--- src/rtl/mux3_rr_arbiter.sv ---
// Round-robin arbiter sharing one registered 3:1 mux between requesters D0/D1/D2.
// Optional feature: define ARB_TIMEOUT_EN to cap an owner's hold time at MAX_HOLD cycles.
module mux3_rr_arbiter #(
  parameter int W        = 1,
  parameter int MAX_HOLD = 8,
  parameter int CNT_W    = 4
) (
  input  logic         clk,
  input  logic         rst,
  input  logic [2:0]   req,
  input  logic [W-1:0] D0,
  input  logic [W-1:0] D1,
  input  logic [W-1:0] D2,
  output logic [2:0]   gnt,
  output logic         S0,
  output logic         S1,
  output logic [W-1:0] Out,
  output logic         out_vld,
  output logic         busy
);

  typedef enum logic {IDLE = 1'b0, GRANT = 1'b1} state_t;

  localparam logic [CNT_W-1:0] HOLD_MAX = CNT_W'(MAX_HOLD - 1);

  state_t       state, state_nx;
  logic [1:0]   ptr, ptr_nx;
  logic [1:0]   sel, sel_nx;
  logic [2:0]   gnt_nx;
  logic [1:0]   pick;
  logic         preempt;
  logic [W-1:0] dsel;

  // First requester at or after p, wrapping 2->0; only meaningful when r != 0.
  function automatic logic [1:0] rr_pick(input logic [2:0] r, input logic [1:0] p);
    case (p)
      2'd1:    rr_pick = r[1] ? 2'd1 : (r[2] ? 2'd2 : 2'd0);
      2'd2:    rr_pick = r[2] ? 2'd2 : (r[0] ? 2'd0 : 2'd1);
      default: rr_pick = r[0] ? 2'd0 : (r[1] ? 2'd1 : 2'd2);
    endcase
  endfunction

`ifdef ARB_TIMEOUT_EN
  logic [CNT_W-1:0] cnt, cnt_nx;
  assign preempt = (cnt == HOLD_MAX) && |(req & ~gnt);
`else
  logic unused_cfg;
  assign preempt    = 1'b0;
  assign unused_cfg = ^HOLD_MAX;
`endif

  assign pick = rr_pick(req, ptr);
  assign busy = (state == GRANT);
  assign S1   = sel[1];
  assign S0   = sel[0];

  always_comb begin
    case (sel)
      2'd0:    dsel = D0;
      2'd1:    dsel = D1;
      default: dsel = D2;
    endcase
  end

  always_comb begin
    state_nx = state;
    ptr_nx   = ptr;
    sel_nx   = sel;
    gnt_nx   = gnt;
`ifdef ARB_TIMEOUT_EN
    cnt_nx   = cnt;
`endif
    case (state)
      IDLE: begin
        gnt_nx = 3'b000;
        if (|req) begin
          state_nx = GRANT;
          sel_nx   = pick;
          gnt_nx   = 3'b001 << pick;
`ifdef ARB_TIMEOUT_EN
          cnt_nx   = '0;
`endif
        end
      end
      default: begin
        // sel holds the owner index throughout GRANT
        if (!(|(req & gnt)) || preempt) begin
          state_nx = IDLE;
          gnt_nx   = 3'b000;
          ptr_nx   = (sel == 2'd2) ? 2'd0 : sel + 2'd1;
        end
`ifdef ARB_TIMEOUT_EN
        else if (cnt != HOLD_MAX) begin
          cnt_nx = cnt + 1'b1;
        end
`endif
      end
    endcase
  end

  always_ff @(posedge clk) begin
    if (rst) begin
      state   <= IDLE;
      ptr     <= 2'd0;
      sel     <= 2'd0;
      gnt     <= 3'b000;
      Out     <= '0;
      out_vld <= 1'b0;
`ifdef ARB_TIMEOUT_EN
      cnt     <= '0;
`endif
    end else begin
      state   <= state_nx;
      ptr     <= ptr_nx;
      sel     <= sel_nx;
      gnt     <= gnt_nx;
      out_vld <= (state == GRANT);
      if (state == GRANT) Out <= dsel;
`ifdef ARB_TIMEOUT_EN
      cnt     <= cnt_nx;
`endif
    end
  end

endmodule

--- config.mk ---
export PLATFORM = sky130hd
export DESIGN_NAME = mux3_rr_arbiter
export DESIGN_NICKNAME = d
export VERILOG_FILES = /design/src/rtl/mux3_rr_arbiter.sv
export SDC_FILE = /design/constraint.sdc
export NUM_CORES = 1
export LEC_CHECK = 0
export ABC_AREA = 1
export CORE_MARGIN = 5
export CORE_UTILIZATION = 40
export DETAILED_ROUTE_END_ITERATION = 12
export GPL_TIMING_DRIVEN = 0
export PLACE_DENSITY = 0.72
export SLEW_MARGIN = 10
export SYNTH_ARGS = -nofsm -noshare
export SYNTH_HDL_FRONTEND = slang
export SYNTH_SLANG_ARGS = --single-unit
--- constraint.sdc ---
create_clock -name clk -period 1.16 [get_ports clk]
set_input_delay 0.174 -clock clk [delete_from_list [all_inputs] [get_ports clk]]
set_output_delay 0.174 -clock clk [all_outputs]
set_load 0.01 [all_outputs]
Word level (Yosys, flattened, before mapping)
Cells that the tools add are included.

Register bits: 10. Latch bits: 0. Bits in writable memories: 0. Bits in read-only memories: 0. Input bits: 8. Logic and storage cells: 36. Memories kept: 0.

Add/subtract/negate cells: 1. Multipliers: 0. Divide/modulo/power cells: 0. Magnitude comparators: 0. Equality and inequality tests: 5. Shift-type cells: 1. Muxes and demuxes: 15. Bitwise logic cells: 3. Reduce and logical (&&, ||, !) cells: 5.

Operators with widths (number): 2-bit two-way mux (6); 3-bit two-way mux (3); 3-bit OR reduction (2); 2-bit by 1-bit == test with 1-bit output (second input constant) (2); 2-bit == test (second input constant) (2); 1-bit two-way mux (4); 2-bit case mux with 2 select lines (1); 2-bit AND reduction (2); 3-bit AND (1); 1-bit by 2-bit << shifter with 3-bit output (first input constant) (1); 2-bit by 1-bit adder with 2-bit output (second input constant) (1); 2-bit zero test (1); 2-bit inequality test (second input constant) (1); 1-bit NOT (2); 1-bit case mux with 2 select lines (1).

Logic depth before layout (Yosys ltp)
Gate-level depths: netlist (run 1).

Depth after elaboration: 6. Mapped depth: 9.

Least setup slack after synthesis (run 1)
Ideal clock, no wire load.

Kind: reg2reg. Start point: reg ptr[0]. End point: reg gnt[2]. Data arrival time: 1153 ps. Required time: 1094 ps. Path slack: -59 ps. Cell stages (with the launch flop): 8. Path buffers: 0. Clock period less this slack: 1219 ps. Cell sequence: dfxtp_1 inv_1 ha_1 nor2_1 nand2_2 a21oi_2 nand2_1 a21oi_2.

Longest elaborated chain between the ends: 5. Elaborated cells on any way between the ends: 6.

RTL lines: from (decl) (line 27) `logic [1:0] ptr, ptr_nx;`; from (signal assigned) (line 114) `ptr <= ptr_nx;`; 2-bit == test / 2-bit by 1-bit == test with 1-bit output (equally long branches) (line 36) `case (p)`; 2-bit case mux with 2 select lines * (line 36); 1-bit by 2-bit << shifter with 3-bit output * (line 79) `gnt_nx = 3'b001 << pick;`; 3-bit two-way mux * (line 76) `if (|req) begin`; 3-bit two-way mux * (line 73) `case (state)`; to (signal assigned) (line 116) `gnt <= gnt_nx;`; to (decl) (line 14) `output logic [2:0] gnt,`.

Every way passes the cells marked *; elsewhere a longest branch is shown, timed or not. A chain may end at the register's enable or synchronous reset.

Worst setup path after layout (run 1)
Start point: reg ptr[0]. End point: reg gnt[1].

The elaborated chain is that of the path after synthesis.

==> results of run 1 <==
metrics by stage:
stage	hold WS, ns	setup TNS, ns	instance area [um2]	total power [W]	utilization
finish	0.1815	-0.2850	827.0	0.001041	0.6356
global route	0.1980	-0.6701	827.0	0.001105	0.6356
CTS	0.1834	-0.2479	792.0	0.001006	0.6087
detailed placement	0.4517	-1.204	720.7	0.0006766	0.5538
global placement	0.4513	-1.157	720.7	0.0006731	0.5538
floorplan	0.4202	-0.005198	561.8	0.0005739	-
layout make-up:
class / count / share of cell area
timing repair buffer: 15 / 0.1740
clock buffer: 4 / 0.04387
sequential: 10 / 0.2466
inverter: 15 / 0.07110
buffer: 1 / 0.006051
multi-input combinational: 53 / 0.4357
tap: 15 / 0.02269
cells by family (layout without fill, tap and decap cells):
family,Yosys count,count (layout)
flip-flops,10,10
adder cells (fa/ha/maj),2,2
buffers and inverters,16,35
AND/OR/NAND/NOR,37,37
AO/OA/AOI/OAI,14,14
worst register-to-register path, delay by kind of cell (launching register included):
family                   cells  cell delay [ns]
AO/OA/AOI/OAI                1             0.10
adder cells (fa/ha/maj)      1             0.31
buffers and inverters        3             0.17
flip-flops                   1             0.34
AND/OR/NAND/NOR              3             0.26
power by group:
part           internal, W  switching (W)  total, W
clock             0.000190       0.000117  0.000307
combinational     0.000143       0.000185  0.000328
sequential        0.000378      0.0000281  0.000406
routing by layer:
layer	track usage	up-vias	wire length [um]
met5	0	-	0
met4	0.04972	0	14
met3	0.02682	4	74
met2	0.2466	12	715
met1	0.1574	258	570
li1	-	289	-
synth_stat cells:
library cell and instances:
nand2_2 4, nor3_1 1, inv_1 11, ha_1 2
a21oi_2 4, a21oi_1 6, nand2_1 18, o211ai_1 1
nand3_1 3, inv_2 4, nor3_2 1, nor2_2 1
nand3_2 2, nor2_1 7, dfxtp_1 10, buf_2 1
o21ai_1 3
layout by cell type, fill, tap and decap left out, types with 5 or more instances in the layout:
cell | netlist | layout
nand2_1 | 18 | 14
inv_1 | 11 | 9
nand2_2 | 4 | 8
dlygate4sd2_1 | 0 | 8
dfxtp_1 | 10 | 7
inv_2 | 4 | 5
a21oi_1 | 6 | 5
a21oi_2 | 4 | 5
nor2_1 | 7 | 5
clkdlybuf4s50_1 | 0 | 5
path summary, 6_finish.rpt:
check                           slack (ns)                  end  cells past startpoint
worst max-delay path                 -0.09  gnt[1]$_SDFFE_PP0P_                      8
worst min-delay path                  0.18  gnt[0]$_SDFFE_PP0P_                      2
worst max register to register       -0.09  gnt[1]$_SDFFE_PP0P_                      8
worst min register to register        0.49     Out$_SDFFE_PP0P_                      2
timing repair:
item,CTS,global route
gates cloned,0,0
buffers inserted,1,0
endpoints found under the setup margin,13,8
gates resized for setup,20,10
pin swaps,7,8
sequential cells by signal (all words and copies together), names as in the netlist:
name / count
ptr: 2
gnt: 3
Out: 1
out_vld: 1
sel: 2
busy: 1
==> results by group, run 1 <==
Run status
  • Status: finished, violations left
  • Failing checks: negative setup slack

Timing
  • Least-Margin Pin Slew: 0.2272 ns
  • Final period util: 1.078
  • Final Skew: 0.006069 ns
  • Slew Limit Fails: 0
  • Final setup viols: 5
  • Final worst slack: -0.09100 ns
  • RSZ-0062 raised after global routing: yes
  • Max transition margin: 0.8483
  • Fin. Hold Viols: 0
  • Fmax: 799.4 MHz
  • Period minus WS final: 1.251 ns

Final layout
  • FF+latch area: 203.9 um2
  • Syn-to-layout area delta: 50.57%
  • Number of fill cells in the layout: 123
  • Fin cells: 113
  • Share of cells above drive strength 1: 0.3776
  • Multi-input gate area: 360.3 um2
  • Nets: 109
  • # diodes: 0

Floorplan
  • Std-Cell Rows: 13
  • Num ports: 16
  • Initial Util: 0.4221
  • Die X-Extent: 47.06 um
  • Die Y: 47.06 um
  • Core footprint: 0.001301 mm2
  • Area of the die: 0.002214 mm2

Power and ir drop
  • Max VDD drop: 0.7597 mV
  • Leakage: 0.3931 nW
  • Power per cell area: 1259 mW/mm2

Synthesis
  • Share of the synthesized area in the top cell type: 0.3645
  • Compound-Gate Fraction of Synth Area: 0.1595
  • Synthesized area per cell: 6.953 um2
  • Synth cell types: 17
  • Fraction of the mapped netlist area in adder cells: 0.04556
  • Synthesized cell area: 549.3 um2
  • Post-synthesis mux area share: 0
  • Yosys reg bits: 10
  • Largest family of logic cells by synthesized area: simple AND/OR/NAND/NOR gates
  • Seq/Total Area, Yosys: 0.3645
  • Synth area leader: dfxtp_1
  • Cell count after synthesis: 79
  • Mapped Nets: 89
  • Synth Area in XOR/XNOR: 0
  • Simple-Gate Fraction of Synth Area: 0.3189
  • Ys Warns: 0
  • Largest cells by area after synthesis: dfxtp_1 (36%), nand2_1 (12%), inv_1 (7.5%)

Critical path
  • Crit-path max FO: 3
  • Crit start category: register
  • Worst R2R Start: ptr[0]$_SDFFE_PP0P_
  • Critical Path Source: ptr[0]$_SDFFE_PP0P_
  • CP Buf/Inv Count: 3
  • Most used cell, CP: nand2_2
  • Worst path cell trace: inv_2 -> ha_4 -> inv_4 -> nor3_4 -> inv_1 -> nand2_2 -> nand2_2 -> a21oi_2
  • Setup crit end kind: register
  • Crit path max-delay cell type: dfxtp_2
  • CP peak stage delay: 0.34 ns
  • Critical Path AT: 1.45 ns
  • Req. time, crit path: 1.35 ns
  • Cell family with most CP delay: flip-flops
  • WS Path Type: register to register

Routing
  • 1st-pass router iterations: 4
  • # DRC: 0
  • DRT antenna net count: 0
  • Vias per cell: 4.982
  • Initial DRC Count: 11
  • Avg WL per Cell: 12.17 um
  • Routed vias: 563
  • Routed WL: 1375 um

Place
  • Placed insts: 108
  • Gpl congestion: 0.7683
  • HPWL Detailed: 938.7 um
  • Pre-CTS setup slack: -0.2088 ns
  • PortBufs: 14

Flow run
  • Max-cap violations: 0

GRT
  • All-Layer GR Usage: 0.1364
  • GRT Residual Overflow: 0
  • Global-route wire length before repair: 2152 um
  • Largest net degree at the start of global routing: 9
  • Initial antenna violation count: 0
  • Vias in the first global route: 523

Clocking
  • CTS root buf: clkbuf_4
  • CTS Buffer Depth: 2
  • Skew-Pair Late Insertion Delay: 0.26 ns
  • CTS tree: yes
  • H-tree Lvls: 1
  • Clock sink count: 10
  • Clock-pin slew on the worst setup and hold paths: 0.07 ns
  • Hold-fix buffers, CTS: 0
  • TritonCTS Buffers: 3

Hold path
  • HP Class: input port to register
  • Worst min-delay path startpoint: rst
Power figures use the tool's default switching activity.
==> run 2, diff against run 1 <==
- ABC_CLOCK_PERIOD_IN_PS: unset -> 1160
==> results of run 2 <==
Same layout as run 1: the final DEF is identical, and so are final timing and power.
